<file path="config.mk">
export PLATFORM = sky130hd
export DESIGN_NAME = multicycle_controller
export DESIGN_NICKNAME = d
export VERILOG_FILES = /design/src/rtl/multicycle_controller_pkg.sv /design/src/rtl/multicycle_controller_alu_decoder.sv /design/src/rtl/multicycle_controller.sv
export SDC_FILE = /design/constraint.sdc
export NUM_CORES = 1
export LEC_CHECK = 0
export CORE_UTILIZATION = 47
export DETAILED_ROUTE_END_ITERATION = 8
export PLACE_DENSITY = 0.87
export SYNTH_ARGS = -nofsm -noshare
export SYNTH_HDL_FRONTEND = slang
export SYNTH_HIERARCHICAL = 1
export SYNTH_SLANG_ARGS = --single-unit
</file>
<file path="constraint.sdc">
create_clock -name clk -period 6.25 [get_ports clk]
set_input_delay 1.25 -clock clk [delete_from_list [all_inputs] [get_ports clk]]
set_output_delay 1.25 -clock clk [all_outputs]
set_load 0.02 [all_outputs]
</file>
<file path="src/rtl/multicycle_controller_pkg.sv">
// Shared encodings for the multi-cycle RV32 control path: opcodes, ALU
// operations, FSM states and the datapath mux select codes.
package multicycle_controller_pkg;

    localparam logic [6:0] OP_LW     = 7'b0000011;
    localparam logic [6:0] OP_SW     = 7'b0100011;
    localparam logic [6:0] OP_R      = 7'b0110011;
    localparam logic [6:0] OP_I      = 7'b0010011;
    localparam logic [6:0] OP_BRANCH = 7'b1100011;
    localparam logic [6:0] OP_JAL    = 7'b1101111;
    localparam logic [6:0] OP_JALR   = 7'b1100111;
    localparam logic [6:0] OP_LUI    = 7'b0110111;

    typedef enum logic [2:0] {
        ALU_ADD  = 3'd0,
        ALU_SUB  = 3'd1,
        ALU_AND  = 3'd2,
        ALU_OR   = 3'd3,
        ALU_SLT  = 3'd4,
        ALU_SLTU = 3'd5,
        ALU_XOR  = 3'd6
    } alu_op_t;

    typedef enum logic [3:0] {
        S_FETCH, S_DECODE, S_MEMADR, S_MEMREAD, S_MEMWB, S_MEMWRITE, S_EXECR,
        S_EXECI, S_ALUWB, S_BRANCH, S_JAL, S_JALR, S_JALRPC, S_LUI
    } state_t;

    // Coarse grouping of states as seen by the ALU decoder.
    typedef enum logic [2:0] {
        CLS_OTHER, CLS_DECODE, CLS_EXECR, CLS_EXECI, CLS_BRANCH
    } state_class_t;

    localparam logic [1:0] RES_ALUOUT = 2'd0;
    localparam logic [1:0] RES_DATA   = 2'd1;
    localparam logic [1:0] RES_ALU    = 2'd2;
    localparam logic [1:0] RES_IMM    = 2'd3;

    localparam logic [1:0] SRCA_PC    = 2'd0;
    localparam logic [1:0] SRCA_OLDPC = 2'd1;
    localparam logic [1:0] SRCA_RS1   = 2'd2;

    localparam logic [1:0] SRCB_RS2   = 2'd0;
    localparam logic [1:0] SRCB_IMM   = 2'd1;
    localparam logic [1:0] SRCB_FOUR  = 2'd2;

    localparam logic [2:0] IMM_I = 3'd0;
    localparam logic [2:0] IMM_S = 3'd1;
    localparam logic [2:0] IMM_B = 3'd2;
    localparam logic [2:0] IMM_J = 3'd3;
    localparam logic [2:0] IMM_U = 3'd4;

    // State-only control bits; branch PCWrite is added on top in the FSM.
    typedef struct packed {
        logic       pc_write;
        logic       adr_src;
        logic       mem_write;
        logic       ir_write;
        logic [1:0] result_src;
        logic [1:0] alu_src_a;
        logic [1:0] alu_src_b;
        logic       reg_write;
    } ctrl_t;

    function automatic ctrl_t ctrl_for(input state_t s);
        ctrl_t c;
        c = '0;
        case (s)
            S_FETCH: begin
                c.ir_write   = 1'b1;
                c.pc_write   = 1'b1;
                c.alu_src_a  = SRCA_PC;
                c.alu_src_b  = SRCB_FOUR;
                c.result_src = RES_ALU;
            end
            S_DECODE: begin
                c.alu_src_a = SRCA_OLDPC;
                c.alu_src_b = SRCB_IMM;
            end
            S_MEMADR, S_EXECI, S_JALR: begin
                c.alu_src_a = SRCA_RS1;
                c.alu_src_b = SRCB_IMM;
            end
            S_MEMREAD: begin
                c.adr_src    = 1'b1;
                c.result_src = RES_ALUOUT;
            end
            S_MEMWB: begin
                c.result_src = RES_DATA;
                c.reg_write  = 1'b1;
            end
            S_MEMWRITE: begin
                c.adr_src    = 1'b1;
                c.result_src = RES_ALUOUT;
                c.mem_write  = 1'b1;
            end
            S_EXECR, S_BRANCH: begin
                c.alu_src_a  = SRCA_RS1;
                c.alu_src_b  = SRCB_RS2;
                c.result_src = RES_ALUOUT;
            end
            S_ALUWB: begin
                c.result_src = RES_ALUOUT;
                c.reg_write  = 1'b1;
            end
            S_JAL, S_JALRPC: begin
                c.alu_src_a  = SRCA_OLDPC;
                c.alu_src_b  = SRCB_FOUR;
                c.result_src = RES_ALUOUT;
                c.pc_write   = 1'b1;
            end
            S_LUI: begin
                c.result_src = RES_IMM;
                c.reg_write  = 1'b1;
            end
            default: c = '0;
        endcase
        return c;
    endfunction

    function automatic state_class_t class_of(input state_t s);
        case (s)
            S_DECODE: return CLS_DECODE;
            S_EXECR:  return CLS_EXECR;
            S_EXECI:  return CLS_EXECI;
            S_BRANCH: return CLS_BRANCH;
            default:  return CLS_OTHER;
        endcase
    endfunction

    function automatic logic [2:0] imm_src_for(input logic [6:0] op);
        case (op)
            OP_SW:     return IMM_S;
            OP_BRANCH: return IMM_B;
            OP_JAL:    return IMM_J;
            OP_LUI:    return IMM_U;
            default:   return IMM_I;
        endcase
    endfunction

endpackage

</file>
<file path="src/rtl/multicycle_controller_alu_decoder.sv">
// ALU operation and legality decode from the state class and IR fields.
module alu_decoder
    import multicycle_controller_pkg::*;
#(
    parameter int ALU_W = 3
) (
    input  state_class_t     cls,
    input  logic [2:0]       funct3,
    input  logic             funct7b5,
    input  logic [6:0]       op,
    output logic [ALU_W-1:0] alu_control,
    output logic             illegal
);

    // Decode the ALU op for execute/branch states and flag bad encodings in DECODE.
    always_comb begin
        // NOTE: defaults first so every path assigns both outputs and no latch is inferred.
        alu_control = ALU_W'(ALU_ADD);
        illegal     = 1'b0;
        case (cls)
            CLS_DECODE: begin
                case (op)
                    OP_R, OP_I: illegal = (funct3 == 3'b001) || (funct3 == 3'b101);
                    OP_BRANCH:  illegal = (funct3 == 3'b010) || (funct3 == 3'b011);
                    OP_LW, OP_SW, OP_JAL, OP_JALR, OP_LUI: illegal = 1'b0;
                    default:    illegal = 1'b1;
                endcase
            end
            CLS_EXECR, CLS_EXECI: begin
                case (funct3)
                    3'b000:  alu_control = (cls == CLS_EXECR && funct7b5) ? ALU_W'(ALU_SUB)
                                                                          : ALU_W'(ALU_ADD);
                    3'b010:  alu_control = ALU_W'(ALU_SLT);
                    3'b011:  alu_control = ALU_W'(ALU_SLTU);
                    3'b100:  alu_control = ALU_W'(ALU_XOR);
                    3'b110:  alu_control = ALU_W'(ALU_OR);
                    3'b111:  alu_control = ALU_W'(ALU_AND);
                    default: alu_control = ALU_W'(ALU_ADD);
                endcase
            end
            CLS_BRANCH: begin
                case (funct3)
                    3'b100, 3'b101: alu_control = ALU_W'(ALU_SLT);
                    3'b110, 3'b111: alu_control = ALU_W'(ALU_SLTU);
                    default:        alu_control = ALU_W'(ALU_SUB);
                endcase
            end
            default: alu_control = ALU_W'(ALU_ADD);
        endcase
    end

endmodule

</file>
<file path="src/rtl/multicycle_controller.sv">
// Control FSM for the multi-cycle RV32 datapath. State-only controls are
// registered alongside the state; ALUControl, illegal and branch PCWrite are
// decoded from the current state and the stable IR fields.
module multicycle_controller
    import multicycle_controller_pkg::*;
#(
    parameter int ALU_W = 3
) (
    input  logic             clk,
    input  logic             rst,
    input  logic [6:0]       op,
    input  logic [2:0]       funct3,
    input  logic             funct7b5,
    input  logic             zero,
    output logic             PCWrite,
    output logic             AdrSrc,
    output logic             MemWrite,
    output logic             IRWrite,
    output logic [1:0]       ResultSrc,
    output logic [1:0]       ALUSrcA,
    output logic [1:0]       ALUSrcB,
    output logic [2:0]       ImmSrc,
    output logic [ALU_W-1:0] ALUControl,
    output logic             RegWrite,
    output logic             illegal
);

    state_t state;
    state_t next_state;
    ctrl_t  ctrl_q;
    logic   dec_illegal;
    logic   branch_taken;

    alu_decoder #(.ALU_W(ALU_W)) u_alu_decoder (
        .cls        (class_of(state)),
        .funct3     (funct3),
        .funct7b5   (funct7b5),
        .op         (op),
        .alu_control(ALUControl),
        .illegal    (dec_illegal)
    );

    // Next-state selection from the current state and opcode.
    always_comb begin
        next_state = S_FETCH;
        case (state)
            S_FETCH:  next_state = S_DECODE;
            S_DECODE: begin
                if (dec_illegal) begin
                    next_state = S_FETCH;
                end else begin
                    case (op)
                        OP_LW, OP_SW: next_state = S_MEMADR;
                        OP_R:         next_state = S_EXECR;
                        OP_I:         next_state = S_EXECI;
                        OP_BRANCH:    next_state = S_BRANCH;
                        OP_JAL:       next_state = S_JAL;
                        OP_JALR:      next_state = S_JALR;
                        OP_LUI:       next_state = S_LUI;
                        default:      next_state = S_FETCH;
                    endcase
                end
            end
            S_MEMADR:  next_state = (op == OP_LW) ? S_MEMREAD : S_MEMWRITE;
            S_MEMREAD: next_state = S_MEMWB;
            S_EXECR, S_EXECI, S_JAL, S_JALRPC: next_state = S_ALUWB;
            S_JALR:    next_state = S_JALRPC;
            default:   next_state = S_FETCH;
        endcase
    end

    // State register plus the control bits belonging to the state being entered.
    always_ff @(posedge clk) begin
        // NOTE: non-blocking assignments keep state and ctrl_q updating together at the edge.
        if (rst) begin
            state  <= S_FETCH;
            ctrl_q <= ctrl_for(S_FETCH);
        end else begin
            state  <= next_state;
            ctrl_q <= ctrl_for(next_state);
        end
    end

    // beq/bge/bgeu take on zero; bne/blt/bltu take on ~zero.
    assign branch_taken = zero ^ funct3[0] ^ funct3[2];

    assign PCWrite   = ctrl_q.pc_write | ((state == S_BRANCH) & branch_taken);
    assign AdrSrc    = ctrl_q.adr_src;
    assign MemWrite  = ctrl_q.mem_write;
    assign IRWrite   = ctrl_q.ir_write;
    assign ResultSrc = ctrl_q.result_src;
    assign ALUSrcA   = ctrl_q.alu_src_a;
    assign ALUSrcB   = ctrl_q.alu_src_b;
    assign RegWrite  = ctrl_q.reg_write;
    assign ImmSrc    = imm_src_for(op);
    assign illegal   = dec_illegal;

endmodule

</file>
==> run summary <==
Status: finished, final reports clean
Total wire length: 2460 um
Arrival @ worst endpoint: 3520 ps
Setup crit start: op[2]
Setup Viol. Count Final: 0
Combinational power share: 32.5%
Max-Slew Margin vs Limit: 39.1%
Startpoint Class: input pin
Core ar.: 2300 um2
Worst Setup Slack, final: 1480 ps
IO Pins: 32
Initial antenna violation count: 0
Dpl hpwl: 1900 um
Largest net degree at the start of global routing: 15
Max-slew violations: 0
Depth of the worst hold-timing path: 2
Clock transition at path regs: 80 ps
Worst Path Required: 5000 ps
P&R area growth vs syn: 22.6%
Clock period minus worst slack: 4770 ps
Power Density: 162 nW/um2
Antenna-violating nets left: 0
Internal: 0.165 mW
Unrepaired setup endpoints after global routing: false
Dominant cells by area after synthesis: dfxtp_1 25%, nor3_1 4.6%, buf_4 4.4%
Reg2reg setup slack: 3140 ps
Most used DFF post-synth: dfxtp_1
Die area: 2750 um2
Synth Area per Inst: 8.61 um2
Register area share after synthesis: 25.1%
DR DRC count: 0
Dpl ws: 1480 ps
Max Fclk: 209 MHz
Yosys top cell area share: 25.1%
Post-CTS Hold Fix Bufs: 0
Clock Sinks: 15
Clk buf depth: 2
P_sw: 0.0731 mW
R2R depth: 8
CTS tree: done
Initial DRC count: 16
Row cnt: 17
Vias: 1057
Leakage: 0.552 nW
Die Width: 52.4 um
Final nets: 174
IO buf count: 31
Remaining global-route overflow: 0
GRT Total Usage: 20.5%
Fin. Hold Viols: 0
Starting density of the core: 52.1%
Asr flop ratio synth: 0%
#FFs+latches synth: 15
Setup tns final: 0 ps
Switching fraction of total power: 30.7%
Final Wtd Congestion: 0.894
Final period utilization: 76.4%
Count leader, synth: dfxtp_1
Worst Path Max Fanout: 12
Share of cells above drive strength 1: 16.4%
Ys Warns: 6
TritonRoute pass-1 iters: 4
H-tree Lvls: 1
FF-to-FF Start: state[0]$_SDFF_PP0_
Hold wc startpoint: state[0]$_SDFF_PP0_
Max cap viols: 0
Hold Path Sink: AdrSrc$_SDFF_PP0_
Post-synth top area cell: dfxtp_1
Cts bufs inserted: 3
Crit path kind: in2out
Drt wl/cell: 13.2 um
Hold slack: 727 ps
Fillers: 196
Vias per cell: 5.65
Actual slew at the worst max-slew pin: 913 ps
Clk Latency, worst-skew pair: 290 ps
Post-Synthesis Cell Area: 1200 um2
# diodes: 0
Reg2reg end: ALUSrcB[0]$_SDFF_PP0_
Die Ht: 52.4 um
Worst hold path class: reg2reg
Total power: 0.238 mW
Worst Skew: 4.85 ps
Yosys cell types: 55
Synth cell count leaders: 15 x dfxtp_1, 11 x nor3_1, 9 x nor2_1, 7 x buf_4, 7 x inv_1
Post-Synthesis Cells: 139
First-pass GRT wire length: 4220 um
CP Capture Type: output pin
Max rail drop VDD: 0.119 mV
Post-CTS sizing: 0
Vias in the first global route: 949
CTS Root Cell: clkbuf_4
EDFF count, synth: 0
Clk pwr share: 23.6%
Total nets after synthesis: 153
Postcts setup bufs: 0
Sequential share of power: 43.9%
==> cells by family after synthesis <==
| group | share of synthesized area (%) |
|---|---|
| XOR/XNOR | 6.49 |
| AO/OA/AOI/OAI | 19.6 |
| buffers and inverters | 11.0 |
| flip-flops | 25.1 |
| AND/OR/NAND/NOR | 37.9 |
==> worst max-delay path: stages <==
cell,delay [ps]
clkdlybuf4s50_1,740
a21boi_1,270
o31a_1,160
nor4_2,50
nor4b_2,370
clkdlybuf4s50_1,680
==> per-stage QoR <==
stage / instances / utilization (%) / cell area [um2]
2_1_floorplan: 139 / - / 1200
3_3_place_gp: 183 / 62.7 / 1440
3_5_place_dp: 183 / 62.7 / 1440
4_1_cts: 187 / 63.8 / 1470
5_1_grt: 187 / 63.8 / 1470
6_report: 187 / 63.8 / 1470
==> layer usage <==
metal	global-route usage (%)	part of all wire [%]	routed length [um]	vias up
met3	5.80	3.3	82	2
met1	26.5	46	1130	487
met4	5.26	0.77	19	0
li1	-	-	-	546
met2	33.1	50	1230	22
met5	0	0	0	-
==> cells in the final DEF, fill, tap and decap left out, types with 2 or more instances in the layout <==
cell type	count
nor4b_2	2
o21ai_1	2
dfxtp_1	15
clkbuf_4	3
nand3b_1	2
nand2b_1	3
inv_1	7
clkdlybuf4s50_1	31
nor2_1	9
nor3b_2	2
xor2_1	5
nand3_1	3
nor2b_1	3
a21oi_1	5
o211ai_1	2
o31a_1	2
o21ai_0	2
nand2_1	6
nor3b_1	2
o22a_2	2
nor3_1	11
a311o_1	4
o22ai_1	2
nand2b_4	2
xnor2_1	2
or3_1	2
==> how the worst max path moves through the flow <==
stage	endpoint	slack, ps
final	illegal	1480
after global routing	illegal	1340
after CTS	illegal	1480
after detailed placement	illegal	1480
after global placement	illegal	1620
after floorplan	ImmSrc[0]	2620
==> power by group through the flow <==
stage                     registers [mW]  logic [mW]  clock network, mW
after floorplan                    0.107      0.0517                  0
after global placement             0.106      0.0757                  0
after detailed placement           0.107      0.0774                  0
after CTS                          0.104      0.0777             0.0581
after global routing               0.105      0.0842             0.0621
final                              0.104      0.0774             0.0561
==> area by class of cell <==
cell class | instances | area (um2) | area share (%)
timing repair buffer | 31 | 310 | 21.2
inverter | 8 | 30.0 | 2.05
tap | 28 | 35.0 | 2.39
sequential | 15 | 300 | 20.5
clock buffer | 4 | 26.3 | 1.79
multi-input combinational | 101 | 764 | 52.1
==> flip-flops by register name, summed over array words and instances (netlist names) <==
signal	flops
state	4
ALUSrcA	2
ResultSrc	2
MemWrite	1
ALUSrcB	2
AdrSrc	1
ctrl_q	1
RegWrite	1
IRWrite	1
Power figures use the tool's default switching activity.
